$ cat config.mk
export PLATFORM = sky130hd
export DESIGN_NAME = mem_arbiter
export DESIGN_NICKNAME = d
export VERILOG_FILES = /design/src/rtl/mem_arbiter.sv
export SDC_FILE = /design/constraint.sdc
export NUM_CORES = 1
export LEC_CHECK = 0
export ABC_CLOCK_PERIOD_IN_PS = 2200
export BUFFER_PORTS_ARGS = -buffer_cell sky130_fd_sc_hd__buf_2
export CORE_AREA = 4 4 305 307
export DETAILED_ROUTE_END_ITERATION = 10
export DIE_AREA = 0 0 309 311
export PLACE_DENSITY = 0.47
export SLEW_MARGIN = 25
export SYNTH_ARGS = -nofsm -noshare
export SYNTH_HDL_FRONTEND = slang
export SYNTH_SLANG_ARGS = --single-unit
$ cat constraint.sdc
create_clock -name clk -period 2.2 [get_ports clk]
set_input_delay 0.11 -clock clk [delete_from_list [all_inputs] [get_ports clk]]
set_output_delay 0.11 -clock clk [all_outputs]
set_load 0.005 [all_outputs]
$ cat src/rtl/mem_arbiter.sv
// Arbitrates the single main-memory line port between icache fills, dcache fills and dcache
// evictions. One transaction at a time, fixed D-write > D-read > I-read priority with I starvation guard.
module mem_arbiter #(
  parameter int unsigned ARCH_BITS    = 32,
  parameter int unsigned LINE_BITS    = 128,
  parameter int unsigned OFFSET_BITS  = 4,
  parameter int unsigned STARVE_LIMIT = 4
) (
  input  logic                 clk,
  input  logic                 rst,
  input  logic                 iReadReq,
  input  logic [ARCH_BITS-1:0] iReadAddr,
  output logic [LINE_BITS-1:0] iReadData,
  output logic                 iReadValid,
  input  logic                 dReadReq,
  input  logic [ARCH_BITS-1:0] dReadAddr,
  output logic [LINE_BITS-1:0] dReadData,
  output logic                 dReadValid,
  input  logic                 dWriteReq,
  input  logic [ARCH_BITS-1:0] dWriteAddr,
  input  logic [LINE_BITS-1:0] dWriteLine,
  output logic                 dWriteAck,
  output logic                 memReq,
  output logic                 memWE,
  output logic [ARCH_BITS-1:0] memAddr,
  output logic [LINE_BITS-1:0] memWLine,
  input  logic [LINE_BITS-1:0] memRLine,
  input  logic                 memAck
);

  localparam int unsigned CntBits = $clog2(STARVE_LIMIT + 1);
  localparam logic [CntBits-1:0] StarveMax = CntBits'(STARVE_LIMIT);
  localparam logic [ARCH_BITS-1:0] OffsetMask = ARCH_BITS'((64'd1 << OFFSET_BITS) - 64'd1);

  typedef enum logic [2:0] {StIdle, StDWr, StDRd, StIRd, StResp} stateT;
  typedef enum logic [1:0] {OwnI, OwnDRd, OwnDWr} ownerT;

  stateT                stateQ, stateD;
  ownerT                ownerQ, ownerD;
  logic [CntBits-1:0]   starveQ, starveD;
  logic                 okQ, okD;
  logic [ARCH_BITS-1:0] addrQ, addrD;
  logic [LINE_BITS-1:0] wLineQ, wLineD;
  logic [LINE_BITS-1:0] iDataQ, iDataD;
  logic [LINE_BITS-1:0] dDataQ, dDataD;
  logic                 ownerReq;
  logic                 grant;
  logic [ARCH_BITS-1:0] selAddr;

  always_comb begin
    stateD   = stateQ;
    ownerD   = ownerQ;
    starveD  = starveQ;
    okD      = okQ;
    addrD    = addrQ;
    wLineD   = wLineQ;
    iDataD   = iDataQ;
    dDataD   = dDataQ;
    grant    = 1'b0;
    selAddr  = iReadAddr;
    ownerReq = 1'b0;

    unique case (ownerQ)
      OwnI:    ownerReq = iReadReq;
      OwnDRd:  ownerReq = dReadReq;
      OwnDWr:  ownerReq = dWriteReq;
      default: ownerReq = 1'b0;
    endcase

    unique case (stateQ)
      StIdle: begin
        grant = 1'b1;
        if (starveQ == StarveMax && iReadReq) begin
          ownerD = OwnI;
        end else if (dWriteReq) begin
          ownerD = OwnDWr;
        end else if (dReadReq) begin
          ownerD = OwnDRd;
        end else if (iReadReq) begin
          ownerD = OwnI;
        end else begin
          grant = 1'b0;
        end
        if (grant) begin
          unique case (ownerD)
            OwnDWr: begin
              stateD  = StDWr;
              selAddr = dWriteAddr;
              wLineD  = dWriteLine;
            end
            OwnDRd: begin
              stateD  = StDRd;
              selAddr = dReadAddr;
            end
            default: begin
              stateD  = StIRd;
              selAddr = iReadAddr;
            end
          endcase
          addrD = selAddr & ~OffsetMask;
          // Any grant without a waiting I-side, or an I grant, resets the guard.
          if (ownerD == OwnI || !iReadReq) begin
            starveD = '0;
          end else if (starveQ != StarveMax) begin
            starveD = starveQ + CntBits'(1);
          end
        end
      end
      StDWr, StDRd, StIRd: begin
        if (memAck) begin
          // A requester that dropped its level has abandoned the transaction.
          okD = ownerReq;
          if (ownerReq && stateQ == StIRd) iDataD = memRLine;
          if (ownerReq && stateQ == StDRd) dDataD = memRLine;
          stateD = StResp;
        end
      end
      StResp:  stateD = StIdle;
      default: stateD = StIdle;
    endcase
  end

  always_ff @(posedge clk) begin
    if (rst) begin
      stateQ  <= StIdle;
      ownerQ  <= OwnI;
      starveQ <= '0;
      okQ     <= 1'b0;
      addrQ   <= '0;
      wLineQ  <= '0;
      iDataQ  <= '0;
      dDataQ  <= '0;
    end else begin
      stateQ  <= stateD;
      ownerQ  <= ownerD;
      starveQ <= starveD;
      okQ     <= okD;
      addrQ   <= addrD;
      wLineQ  <= wLineD;
      iDataQ  <= iDataD;
      dDataQ  <= dDataD;
    end
  end

  assign memReq     = (stateQ == StDWr) || (stateQ == StDRd) || (stateQ == StIRd);
  assign memWE      = (stateQ == StDWr);
  assign memAddr    = addrQ;
  assign memWLine   = wLineQ;
  assign iReadData  = iDataQ;
  assign dReadData  = dDataQ;
  assign iReadValid = (stateQ == StResp) && okQ && (ownerQ == OwnI);
  assign dReadValid = (stateQ == StResp) && okQ && (ownerQ == OwnDRd);
  assign dWriteAck  = (stateQ == StResp) && okQ && (ownerQ == OwnDWr);

endmodule

==> results of run 1 <==
cell usage in the layout, fill, tap and decap left out, types with 3 or more instances in the layout:
master           n
nor3_1           7
buf_12          35
conb_1           4
clkbuf_16       58
mux2i_1        257
buf_4           65
ha_1             3
nor2_1           9
clkinv_2        10
ha_4             3
a21oi_1        145
a22oi_1         28
nand2b_1       385
diode_2          3
inv_2            4
dlygate4sd3_1  343
dfxtp_1        419
nand2_1        312
o211ai_1        28
buf_2          761
buf_8            6
clkbuf_8         4
clkbuf_1        17
buf_6            3
nand2_2          7
bufinv_16        5
a21oi_2         18
per-layer routing:
| metal | track usage | up-vias |
|---|---|---|
| met5 | 0 | - |
| met4 | 0.0433 | 2 |
| met3 | 0.0384 | 127 |
| met2 | 0.239 | 606 |
| met1 | 0.156 | 7540 |
| li1 | - | 8213 |
power breakdown:
part / internal [mW] / switching (mW) / leakage, nW
logic: 1.79 / 1.62 / 8.79
clock network: 4.98 / 3.37 / 0.792
registers: 7.98 / 0.203 / 3.41
total: 14.7 / 5.19 / 13.0
kinds of logic (layout without fill, tap and decap cells):
family | Yosys count | in the layout | share of synthesized area
other | 1 | 7 | 0.000221
AND/OR/NAND/NOR | 739 | 739 | 0.224
AO/OA/AOI/OAI | 227 | 227 | 0.0767
adder cells (fa/ha/maj) | 6 | 6 | 0.00443
multiplexers | 257 | 257 | 0.152
flip-flops | 421 | 421 | 0.497
buffers and inverters | 147 | 1318 | 0.0463
synthesized netlist by cell type, drive strengths merged (2+ instances only):
library cell  count
a21oi           163
a22oi            29
buf              57
clkbuf           84
dfxtp           421
ha                6
inv               6
mux2i           257
nand2           320
nand2b          385
nand3             3
nand3b            2
nand4             2
nor2             11
nor3              8
nor3b             3
o211ai           28
or3               2
worst min-delay path, stage by stage:
cell     delay, ns
buf_2         0.14
nor2b_1       0.16
buf_4         0.14
nand4_1       0.08
a21oi_1       0.06
repair_timing:
action | 4_1_cts | 5_1_grt
gates cloned | 2 | 7
pin swaps | 4 | 10
hold buffers | 343 | 0
hold endpoints to repair | 417 | 0
resized for setup | 19 | 44
endpoints found under the setup margin | 153 | 142
setup buffers | 11 | 3
registers in the layout, summed over array words and instances (netlist names):
name and flops:
dReadData 128, ownerQ 2, okQ 1, stateQ 3, memWLine 128, iReadData 128
starveQ 3, memAddr 28
layout make-up:
| class | instances | share of cell area |
|---|---|---|
| Timing Repair Buffer | 1222 | 0.311 |
| Sequential cell | 421 | 0.298 |
| Multi-Input combinational cell | 1233 | 0.281 |
| Tap cell | 1176 | 0.0520 |
| Clock buffer | 72 | 0.0493 |
| Clock inverter | 18 | 0.00792 |
| Inverter | 6 | 0.000885 |
| Antenna cell | 3 | 0.000265 |
metrics by stage:
step,util,power [mW]
floorplan,-,9.62
global placement,0.252,11.0
detailed placement,0.252,11.0
CTS,0.311,20.2
global route,0.314,20.9
finish,0.314,19.9
path summary, 6_finish.rpt:
| path | from | endpoint | slack (ns) | cells after the start |
|---|---|---|---|---|
| worst min-delay path | iReadReq | starveQ[0] | 0.15 | 5 |
| worst max-delay path | starveQ[0] | memWLine[86] | 0.07 | 14 |
| worst max register to register | starveQ[0] | memWLine[86] | 0.07 | 14 |
| worst min register to register | memWLine[92] | memWLine[92] | 0.45 | 2 |
==> results.txt, run 1 <==
The kind of path behind the tightest hold check was in2reg. The detailed router used layers up to and including met5. The multi-input combinational cells in the finished layout cover a total of 7940 sq um. The final layout contains routed wiring with a total length of 69.5 mm. After legalization and detailed placement, the total HPWL measured 50.1 mm. The flow ran to the end, and the final reports show no timing, DRC or antenna violations. Buffers inserted during clock tree synthesis total 50. The ratio of routed vias to standard cells was 3.97. For the global-route wire length before repair, the log shows 102 mm. The setup skew after layout was 0.00881 ns. Cell family contributing the most delay on the critical path: buffers and inverters. At the worst endpoint, the arrival time is 2.63 ns.

The worst-case IR drop observed on VDD is 0.000466 V. The tools report the leftover overflow at the end of global routing as 0. The share of post-route cells with drive strength above 1 is 0.336, and the die area is 96100 sq um.

Summing all flip-flop and latch instances after layout gives 8430 sq um. For the non-filler instance count after layout, the log shows 4151. The total power divided by cell area is 705 nW/um^2, and the count of warnings emitted by yosys is 0.

The tools report the startpoint class of the critical path as a flip-flop. The share of the clock period used by the worst path after layout is 0.967. The clock net in this run drives a total of 421 sinks. Max-cap violations in this run came to 0. The cell count after synthesis came out at 1798. Entering global routing, the biggest net connects 53 pins. The floorplan has 110 rows. The signal on the critical path passes through inv_2 > ha_4 > nand2_2 > a21boi_2 > or2_4 > inv_2 > ha_4 > inv_4 > nor3_4 > buf_8 > buf_12 > clkbuf_16 > nand2_1 > a21oi_1. Signed area change from the synthesized netlist to the final layout: 66.7%.

After clock tree synthesis, the clock-pin slew on the worst setup and hold paths is 0.06 ns. The met2 wire length was 34.2 mm; the sequential share of the synthesized area was 0.497. The proportion of synthesized flip-flops having asynchronous set or reset was 0; the maximum clock frequency was 470 MHz. Input and output buffers added on the ports amount to 762.

The post-synthesis sequential element count was 421. The clock passes through at most 3 buffers. The leakage dissipation is 13.0 nW, and the delay of the slowest cell on the worst path is 0.33 ns. Remaining design rule violation count: 0. Subtracting the final worst setup slack from the clock period gives 2.13 ns. STA classifies the critical path endpoint as a flip-flop.

Setup violations remaining at the end of the flow were counted as 0. For this block, the initial DRC count from the detailed router was 839. The H-tree depth came out at 2. The synthesized design contains 0 enable-type register cells. The post-synth design cell area is 17000 sq um, and the slack of the critical path is 0.0720 ns.

Once detail routing completed, the nets flagged for antenna violations numbered 0. Sorting the synthesized cells by area gives the leading types as dfxtp_1 50%, mux2i_1 15%, nand2b_1 14%, nand2_1 7.1%, a21oi_1 4.8%. The number of placed instances, taps included, is 3697. Setup repair after global routing could not meet its margin everywhere.

Dividing the synthesized area by the synthesized cell count gives 9.43 sq um. The number of antenna violations at the first check in global routing came out at 4. The run gives -0.127 ns as the pre-CTS setup slack. After detailed routing, the wire length on met1 is 28.1 mm.

For the post-detailed-placement cell area, the log shows 22700 sq um. For the via count of the first global-routing pass, the log shows 16700. Share of the synthesized area in the top cell type: 0.497.

The synthesized netlist contains 34 unique library cells. Summed over all nets, wire length on met3 after detailed routing comes to 5.03 mm. The tightest hold path in the finished design has a slack of 0.150 ns. At the worst endpoint, the required time is 2.70 ns. Latest clock arrival within the worst-skew pair: 0.58 ns.

The number of nets in the layout is 3298, and the width of the chip is 309 um. After routing the design area is 28300 sq um. For this run, the leading register cell type out of synthesis is dfxtp_1. The critical path contains buffers and inverters numbering 6 combined.

Summed over all instances, the cell type with the most area after synthesis is dfxtp_1. The die is 311 um tall. Initial core utilization: 0.188. The maximum net fanout on the critical path came out at 8.

The number of top-level pins is 779, and the global-route usage over all layers is 0.135. The final setup TNS is 0 ns. TritonCTS built the clock tree. Summing over every cut layer, the via total after detailed routing is 16500. The CTS root buffer was clkbuf_16. Critical setup path kind: reg2reg. The final count of hold timing violations came out at 0.

Total iterations of the first detailed-routing run: 5. The slowest stage of the critical path is the dfxtp_2 cell. The core box area is 90000 sq um. The final-report max-slew violation count is 0, and the wire length per cell is 16.7 um.

Counting the fill cells in the layout gives 9413. Routability-driven placement finished with a final weighted congestion of 0.806.
No activity file was read; power rests on OpenSTA's default activity.
==> run 2, diff against run 1 <==
--- a/config.mk
+++ b/config.mk
@@ -7,9 +7,10 @@
 export LEC_CHECK = 0
 export ABC_CLOCK_PERIOD_IN_PS = 2200
 export BUFFER_PORTS_ARGS = -buffer_cell sky130_fd_sc_hd__buf_2
-export CORE_AREA = 4 4 305 307
+export CORE_AREA = 4 4 304 306
 export DETAILED_ROUTE_END_ITERATION = 10
-export DIE_AREA = 0 0 309 311
+export DIE_AREA = 0 0 308 310
+export MAX_ROUTING_LAYER = met4
 export PLACE_DENSITY = 0.47
 export SLEW_MARGIN = 25
 export SYNTH_ARGS = -nofsm -noshare
==> run 2 against run 1 <==
First-iteration DRC count down 16%. Total power up 1.3%. Clock skew up 0.0047 ns. Sequential share of layout area down 0.17 points. Die area down 0.64%. Utilization up 0.32 points. Flip-flop and latch count unchanged. Largest power group unchanged. Clock power up 3.1%. Sequential power about the same. Global-route usage up 0.49 points. Routed wire length up 1.5%. Register-to-register slack worse by 0.07 ns.
==> results.txt, run 2 (synthesized netlist as in run 1, its figures left out) <==
TritonCTS built the clock tree. The count of filler cells inserted in the layout came out at 9433 (was 9413). The endpoint kind of the worst setup timing path is a flip-flop (unchanged). The maximum net fanout on the critical path came out at 7 (was 8). The final setup TNS was 0 ns (unchanged); the worst supply voltage drop on vdd was 0.000498 V (was 0.000466 V). The number of buffers added on ports was 762 (unchanged).

The worst slew margin relative to its limit was 0.633; the width of the chip was 308 um (was 309 um). The ratio of routed vias to standard cells was 4.00 (was 3.97). The flow ran to the end, and the final reports show no timing, DRC or antenna violations. Violation count after the first detailed-routing iteration: 704 (was 839).

Top library cells by usage in the layout, fill and taps aside: 761 x buf_2, 419 x dfxtp_1, 385 x nand2b_1, 343 x dlygate4sd3_1, 303 x nand2_1 (was 761 x buf_2, 419 x dfxtp_1, 385 x nand2b_1, 343 x dlygate4sd3_1, 312 x nand2_1). The tools report the die area as 95500 sq um (was 96100 sq um). Max-capacitance violation count: 0 (unchanged).

The core box area was 89600 sq um (was 90000 sq um); the share of post-route cells with drive strength above 1 was 0.351 (was 0.336). The run gives 0 (unchanged) as the final-report max-slew violation count. The total iterations of the first detailed-routing run is 5 (unchanged), and the setup skew after layout is 0.0135 ns (was 0.00881 ns).

The number of clock sinks was 421 (unchanged); the number of setup violations in the final report was 0 (unchanged). The CTS root buffer was clkbuf_16 (unchanged). The logs give 0.814 (was 0.806) for the final weighted congestion in routability-driven placement and 0.189 (was 0.188) for the initial core utilization.

For the data required time at the worst endpoint, the log shows 2.72 ns (was 2.70 ns). The tools report the maximum number of pins on one net before global-route repair as 93 (was 53). Critical setup path kind: reg2reg (unchanged).

The global-route usage over all layers came out at 0.140 (was 0.135). The H-tree depth is 2 (unchanged). The signed area change from the synthesized netlist to the final layout came out at 67.7% (was 66.7%). The height of the chip was 310 um (was 311 um); the remaining design rule violation count was 0 (unchanged).

Total clock buffers created by CTS: 51 (was 50). For the post-layout utilization of the core, the log shows 0.317 (was 0.314). The startpoint class of the critical path was a flip-flop (unchanged). The detailed placer's ending HPWL was 50.6 mm (was 50.1 mm). The run gives 2.72 ns (was 2.63 ns) as the arrival time reported for the critical path endpoint. Number of antenna violations at the first check in global routing: 16 (was 4). The number of nets in the layout is 3299 (was 3298), and the wire length per cell is 16.9 um (was 16.7 um). The run gives 0.426 (was 0.418) as the clock power share. The shortest period the worst path allows is 2.20 ns (was 2.13 ns), and the transition time at the pin with the least slew margin is 0.551 ns. The kind of path behind the tightest hold check was in2reg (unchanged). Most frequent standard cell in the layout excluding fill and tap cells: buf_2 (unchanged). Setup repair after global routing could not meet its margin everywhere. The row count came out at 110 (unchanged). The share of the clock period used by the worst path after layout was 0.998 (was 0.967); the global-route wire length before repair was 102 mm (about the same). The clock slew seen by the registers of the worst setup and hold paths was 0.06 ns (about the same). The number of nets with antenna violations after routing was 0 (unchanged); the number of buffers between clock root and the deepest sink was 3 (unchanged). The power share of the combinational group came out at 0.168 (was 0.171). The total power divided by cell area is 710 nW/um^2 (was 705 nW/um^2), and the latest clock arrival within the worst-skew pair is 0.59 ns (was 0.58 ns). Cell internal power dissipation: 14.9 mW (was 14.7 mW).

The run gives 0.405 (was 0.411) as the power share of the sequential group. The leakage dissipation is 13.0 nW (about the same). The via count of the first global-routing pass came out at 17000 (was 16700). For the wire length after detailed routing, the log shows 70.6 mm (was 69.5 mm). The final count of hold timing violations came out at 0 (unchanged).

The via count is 16700 (was 16500), and the leftover overflow at the end of global routing is 0 (unchanged). The number of top-level pins came out at 779 (unchanged). The net switching power figure is 5.27 mW (was 5.19 mW), and the switching share of power is 0.261 (was 0.260). The maximum clock frequency came out at 455 MHz (was 470 MHz).
-- run 2: final cells by class --
class                   instances  area [sq um]  share of cell area
clock inverters                11           126             0.00444
repair buffers               1221          8670               0.305
well taps                    1176          1470              0.0517
flip-flops and latches        421          8430               0.296
inverters                       6          22.5            0.000792
clock buffers                  82          1590              0.0561
multi-input cells            1234          8090               0.284
diodes                         14          35.0             0.00123
-- run 2: layer usage --
metal | track usage | wire, um | part of all wire | vias to the layer above
li1 | - | - | - | 8224
met1 | 0.162 | 29000 | 0.41 | 7696
met2 | 0.229 | 33400 | 0.47 | 610
met3 | 0.0395 | 5230 | 0.074 | 140
met4 | 0.0580 | 2920 | 0.041 | 0
met5 | - | 0 | 0 | -
-- run 2: final timing paths --
check | startpoint | to | slack, ns | depth (start not counted)
min reg2reg | memAddr[18] | memAddr[18] | 0.45 | 2
max | starveQ[0] | memWLine[47] | 0.004 | 16
max reg2reg | starveQ[0] | memWLine[47] | 0.004 | 16
min | iReadReq | starveQ[2] | 0.06 | 4
-- run 2: critical path, stage by stage (launching register included) --
cell,delay (ns)
dfxtp_2,0.33
inv_2,0.05
ha_4,0.17
nand2_4,0.07
a21boi_2,0.06
or2_4,0.24
inv_2,0.07
ha_4,0.13
inv_2,0.05
nor3_4,0.15
buf_6,0.14
buf_12,0.10
buf_12,0.14
buf_12,0.12
buf_12,0.11
nand2_1,0.06
a21oi_2,0.13
-- run 2: stage by stage --
stage	instances	instance area [sq um]	worst slack, ns	power (mW)	hold slack (ns)
floorplan	1801	17000	0.0528	9.62	0.246
global placement	3692	22500	-0.122	10.9	0.352
detailed placement	3692	22500	-0.150	10.9	0.356
CTS	4143	27900	0.00995	20.3	0.00228
global route	4165	28400	-0.0830	21.1	0.0631
finish	4165	28400	0.00365	20.2	0.0638
-- run 2: power groups by stage --
stage          combinational [mW]  clock [mW]  sequential [mW]
6_report                     3.40        8.60             8.18
5_1_grt                      3.70        9.18             8.22
4_1_cts                      3.24        8.89             8.18
3_5_place_dp                 2.58           0             8.34
3_3_place_gp                 2.58           0             8.33
2_1_floorplan                1.27           0             8.35
-- run 2: what timing repair did --
item | in CTS | in global routing
gates resized for setup | 25 | 94
setup buffers | 12 | 3
pin swaps | 3 | 27
endpoints found under the hold margin | 417 | 0
hold buffers | 343 | 0
endpoints found under the setup margin | 157 | 153
cloned | 3 | 9
